### config.mk
export PLATFORM = sky130hd
export DESIGN_NAME = uart_rx_frame
export DESIGN_NICKNAME = d
export VERILOG_FILES = /design/src/rtl/uart_pkg.sv /design/src/rtl/uart_bit_sampler.sv /design/src/rtl/uart_rx_frame.sv
export SDC_FILE = /design/constraint.sdc
export NUM_CORES = 1
export LEC_CHECK = 0
export ABC_CLOCK_PERIOD_IN_PS = 3500
export CAP_MARGIN = 20
export CORE_MARGIN = 4
export CORE_UTILIZATION = 40
export CTS_CLUSTER_SIZE = 30
export DETAILED_ROUTE_END_ITERATION = 12
export DONT_BUFFER_PORTS = 1
export PLACE_DENSITY_LB_ADDON = 0.08
export SYNTH_ARGS = -nofsm -noshare
export SYNTH_HDL_FRONTEND = slang
export SYNTH_HIERARCHICAL = 1
export SYNTH_SLANG_ARGS = --single-unit
export TNS_END_PERCENT = 100
### constraint.sdc
create_clock -name clk -period 3.5 [get_ports clk]
set_clock_uncertainty 0.1 [all_clocks]
set_input_delay 0.7 -clock clk [delete_from_list [all_inputs] [get_ports clk]]
set_output_delay 0.7 -clock clk [all_outputs]
set_load 0.1 [all_outputs]
### src/rtl/uart_pkg.sv
// rtl/uart_pkg.sv - shared parity codes and receiver state encoding
package uart_pkg;

    localparam int PAR_NONE = 0;
    localparam int PAR_ODD  = 1;
    localparam int PAR_EVEN = 2;

    typedef enum logic [2:0] {
        ST_IDLE,
        ST_START,
        ST_DATA,
        ST_PARITY,
        ST_STOP
    } rx_state_t;

endpackage

### src/rtl/uart_bit_sampler.sv
// rtl/uart_bit_sampler.sv - input synchronizer, falling-edge detect, bit timer and 3-sample majority vote
module uart_bit_sampler #(
    parameter int BAUD_DIV = 2604
) (
    input  logic clk,
    input  logic rst,
    input  logic din,
    input  logic run,
    output logic fall_edge,
    output logic bit_val,
    output logic bit_stb
);

    localparam logic [15:0] LAST    = 16'(BAUD_DIV - 1);
    localparam logic [15:0] HALF    = 16'(BAUD_DIV / 2);
    localparam logic [15:0] HALF_M1 = HALF - 16'd1;
    localparam logic [15:0] HALF_P1 = HALF + 16'd1;

    logic        sync1;
    logic        sync2;
    logic        prev;
    logic [15:0] cnt;
    logic        samp_a;
    logic        samp_b;

    always_ff @(posedge clk) begin
        if (rst) begin
            sync1  <= 1'b1;
            sync2  <= 1'b1;
            prev   <= 1'b1;
            cnt    <= '0;
            samp_a <= 1'b1;
            samp_b <= 1'b1;
        end else begin
            sync1 <= din;
            sync2 <= sync1;
            prev  <= sync2;
            // Held at zero while idle so each frame starts from a clean count.
            if (!run || cnt == LAST)
                cnt <= '0;
            else
                cnt <= cnt + 16'd1;
            if (run && cnt == HALF_M1)
                samp_a <= sync2;
            if (run && cnt == HALF)
                samp_b <= sync2;
        end
    end

    assign fall_edge = prev & ~sync2;
    assign bit_stb   = run && (cnt == HALF_P1);
    // Third vote is the live sample at the decision count.
    assign bit_val   = (samp_a & samp_b) | (samp_a & sync2) | (samp_b & sync2);

endmodule

### src/rtl/uart_rx_frame.sv
// rtl/uart_rx_frame.sv - configurable UART receiver with parity and framing error reporting
module uart_rx_frame
    import uart_pkg::*;
#(
    parameter int BAUD_DIV  = 2604,
    parameter int DATA_W    = 8,
    parameter int PARITY    = 0,
    parameter int STOP_BITS = 1
) (
    input  logic              clk,
    input  logic              rst,
    input  logic              din,
    output logic [DATA_W-1:0] dout,
    output logic              dout_vld,
    output logic              parity_err,
    output logic              frame_err,
    output logic              busy
);

    localparam logic [3:0] LAST_IDX  = 4'(DATA_W - 1);
    localparam logic       LAST_STOP = 1'(STOP_BITS - 1);

    rx_state_t         state;
    logic [DATA_W-1:0] shreg;
    logic [3:0]        bit_idx;
    logic              par_acc;
    logic              par_err_l;
    logic              frm_err_l;
    logic              stop_cnt;
    logic              fall_edge;
    logic              bit_val;
    logic              bit_stb;

    uart_bit_sampler #(.BAUD_DIV(BAUD_DIV)) u_sampler (
        .clk       (clk),
        .rst       (rst),
        .din       (din),
        .run       (state != ST_IDLE),
        .fall_edge (fall_edge),
        .bit_val   (bit_val),
        .bit_stb   (bit_stb)
    );

    always_ff @(posedge clk) begin
        if (rst) begin
            state      <= ST_IDLE;
            shreg      <= '0;
            bit_idx    <= '0;
            par_acc    <= 1'b0;
            par_err_l  <= 1'b0;
            frm_err_l  <= 1'b0;
            stop_cnt   <= 1'b0;
            dout       <= '0;
            dout_vld   <= 1'b0;
            parity_err <= 1'b0;
            frame_err  <= 1'b0;
            busy       <= 1'b0;
        end else begin
            dout_vld <= 1'b0;
            case (state)
                ST_IDLE: begin
                    if (fall_edge) begin
                        state     <= ST_START;
                        busy      <= 1'b1;
                        bit_idx   <= '0;
                        par_acc   <= 1'b0;
                        par_err_l <= 1'b0;
                        frm_err_l <= 1'b0;
                        stop_cnt  <= 1'b0;
                    end
                end
                ST_START: begin
                    if (bit_stb) begin
                        if (bit_val) begin
                            state <= ST_IDLE;
                            busy  <= 1'b0;
                        end else begin
                            state <= ST_DATA;
                        end
                    end
                end
                ST_DATA: begin
                    if (bit_stb) begin
                        shreg   <= {bit_val, shreg[DATA_W-1:1]};
                        par_acc <= par_acc ^ bit_val;
                        bit_idx <= bit_idx + 4'd1;
                        if (bit_idx == LAST_IDX)
                            state <= (PARITY != PAR_NONE) ? ST_PARITY : ST_STOP;
                    end
                end
                ST_PARITY: begin
                    if (bit_stb) begin
                        // par_acc is the XOR of the data bits; odd mode wants the grand total odd.
                        if (PARITY == PAR_EVEN)
                            par_err_l <= par_acc ^ bit_val;
                        else
                            par_err_l <= ~(par_acc ^ bit_val);
                        state <= ST_STOP;
                    end
                end
                ST_STOP: begin
                    if (bit_stb) begin
                        if (stop_cnt == LAST_STOP) begin
                            dout       <= shreg;
                            dout_vld   <= 1'b1;
                            parity_err <= par_err_l;
                            frame_err  <= frm_err_l | ~bit_val;
                            state      <= ST_IDLE;
                            busy       <= 1'b0;
                        end else begin
                            stop_cnt  <= 1'b1;
                            frm_err_l <= frm_err_l | ~bit_val;
                        end
                    end
                end
                default: begin
                    state <= ST_IDLE;
                    busy  <= 1'b0;
                end
            endcase
        end
    end

endmodule

==> impl_metrics.json <==
{
  "finalSetupViolations": 0,
  "die_x_um": 83.3,
  "post-route-drc-count": 0,
  "synthesis.nets": 270,
  "p_leak_nw": 0.787,
  "finalSetupTns_ns": 0,
  "wire_per_inst_um": 13.2,
  "cp.arrival_ns": 3.21,
  "initial_core_util": 0.412,
  "antenna_found_initial": 0,
  "cts_buffer_depth": 2,
  "yosysTopAreaCell": "dfxtp_1",
  "hpwl_um": 2950,
  "grt_pass1_wl_um": 7620,
  "drt_wl_total_um": 4350,
  "fin_cells": 329,
  "final_nets": 264,
  "synth_top_area_share": 0.450,
  "die-area_mm2": 0.00695,
  "post_cts_buffers": 0,
  "crit_fanout": 12,
  "syn_to_final_growth_pct": 5.95,
  "clk_pin_slew_worst_paths_ns": 0.10,
  "status": "complete, no violations",
  "synth_flop_cell": "dfxtp_1",
  "synth_seq_area_share": 0.450,
  "vias_per_cell": 5.13,
  "grt_max_degree": 37,
  "hold_ws_ns": 0.319,
  "synth_edf_count": 0,
  "row_count": 27,
  "ys_warn_count": 6,
  "diodes": 0,
  "path_class": "flip-flop to flip-flop",
  "slew_viol_final": 0,
  "fin_crit_ns": 3.11,
  "clock-sinks": 51,
  "via_count": 1688,
  "synth_most_common_cell": "dfxtp_1",
  "die_height_um": 83.3,
  "cts_made_buffers": 5,
  "drive_gt1_frac": 0.0778,
  "insertion_delay_ns": 0.30,
  "ys_types": 49,
  "hp-start": "u_sampler/sync1",
  "ctsResizeCount": 0,
  "drt.antenna.violating_nets": 0,
  "max_freq_ghz": 0.322,
  "io_buffers": 0,
  "worstPathRequired_ns": 3.60,
  "relSlewSlack": 0.312,
  "final_hold_viol_count": 0,
  "drt_iter0_drc": 155,
  "dp_cells": 321,
  "drtPass1Iterations": 5,
  "ctsHoldBuffers": 0,
  "worstSetupStartpoint": "state[2]",
  "irDropWorstVdd_mv": 0.183,
  "globalplace.congestion": 0.820,
  "pwr_density_cell_mw_per_mm2": 425,
  "grt_overflow": 0,
  "rsz0062_at_grt": "false",
  "grt.total_usage": 0.130,
  "worst_pin_slew_ns": 1.03,
  "n_fill_cell": 531,
  "grt_pass1_vias": 1649,
  "seq_area_mm2": 0.00102,
  "design_area_mm2": 0.00241,
  "cts_tree": "built",
  "htreeDepth": 2,
  "dpl_cell_area_mm2": 0.00229,
  "multi_input_area_mm2": 0.00115,
  "netlist_top_cells_count": "dfxtp_1 (51), nand2_1 (44), a21oi_1 (25), nor2_1 (24), nand3_1 (10)",
  "coreArea_mm2": 0.00551,
  "r2r-start": "state[2]",
  "syn-cell-area_mm2": 0.00227,
  "worstSetupEndpointType": "flip-flop",
  "worstHoldPathType": "flip-flop to flip-flop",
  "synth_area_leaders": "dfxtp_1 (45%), nand2_1 (7.3%), a21oi_1 (5.5%), nor2_1 (4.0%), ha_1 (2.8%)",
  "ioPinCount": 15,
  "crit_path_start_kind": "flip-flop",
  "async_flop_share": 0,
  "fin_crit_sh": 0.888,
  "clockRootBuffer": "clkbuf_8",
  "syn_inst": 262,
  "synth_seq_cells": 51,
  "maxCapViolCount": 0,
  "avgSynthCellArea_um2": 8.67
}
worst max-delay path: stages, from the launching register on:
cell     delay, ns
dfxtp_1       0.54
inv_1         0.17
nand2_1       0.11
or4b_1        0.49
nor4_4        0.36
and2_1        0.43
nand3_1       0.43
nor3b_1       0.30
nor3_1        0.07
state kept, by name, indices dropped and copies added, names as in the netlist, 3 cells and up:
register and flops:
bit_idx 4, dout 8, shreg 8, state 3, u_sampler/cnt 16
power by group:
group / internal, W / switching, W / total (W) / leakage [nW]
Sequential: 0.000583 / 0.0000126 / 0.000596 / 0.412
Clock: 0.000213 / 0.000197 / 0.000410 / 0.0581
Combinational: 0.00000795 / 0.00000835 / 0.0000163 / 0.318
Total: 0.000804 / 0.000218 / 0.00102 / 0.787
per-stage QoR:
stage,worst slack (ns),total power [W],utilization
after detailed placement,0.389,0.000625,0.416
after global placement,0.505,0.000626,0.416
after CTS,0.391,0.00104,0.437
after floorplan,0.802,0.000627,-
final,0.393,0.00102,0.437
after global routing,0.0805,0.00106,0.437
per-layer routing:
metal | up-vias | wire length (um) | global-route usage
met3 | 5 | 136 | 0.0308
li1 | 894 | - | -
met1 | 771 | 2090 | 0.162
met2 | 18 | 2070 | 0.221
met4 | 0 | 56 | 0.0431
met5 | - | 0 | 0
final cells by class:
| cell class | instances | area share |
|---|---|---|
| Sequential cell | 51 | 0.424 |
| Tap cell | 72 | 0.0374 |
| Inverter | 6 | 0.00936 |
| Clock inverter | 3 | 0.0182 |
| Clock buffer | 5 | 0.0286 |
| Multi-Input combinational cell | 191 | 0.479 |
| Timing Repair Buffer | 1 | 0.00312 |
cells by family after synthesis:
group | synth area share
multiplexers | 0.0182
adder cells (fa/ha/maj) | 0.0320
XOR/XNOR | 0.0501
AO/OA/AOI/OAI | 0.125
AND/OR/NAND/NOR | 0.283
flip-flops | 0.450
buffers and inverters | 0.0430
final timing paths:
kind / endpoint / slack, ns / cells past startpoint
max reg2reg: frame_err / 0.39 / 8
max: frame_err / 0.39 / 8
min reg2reg: u_sampler/sync2 / 0.32 / 1
min: u_sampler/sync2 / 0.32 / 1
placed cells by master, fill, tap and decap left out, drive strengths merged, types with 3 or more instances in the layout:
cell type	instances
nand2	44
ha	5
clkbuf	5
xnor2	6
and4	3
or2	3
xor2	7
nand3	10
nor2	26
nor3	6
a21oi	25
inv	6
a211oi	4
and3	4
a31oi	3
mux2i	3
nand4	7
and2	3
or3	3
o21ai	4
dfxtp	51
Note: power is estimated with default switching activity, not from simulation.
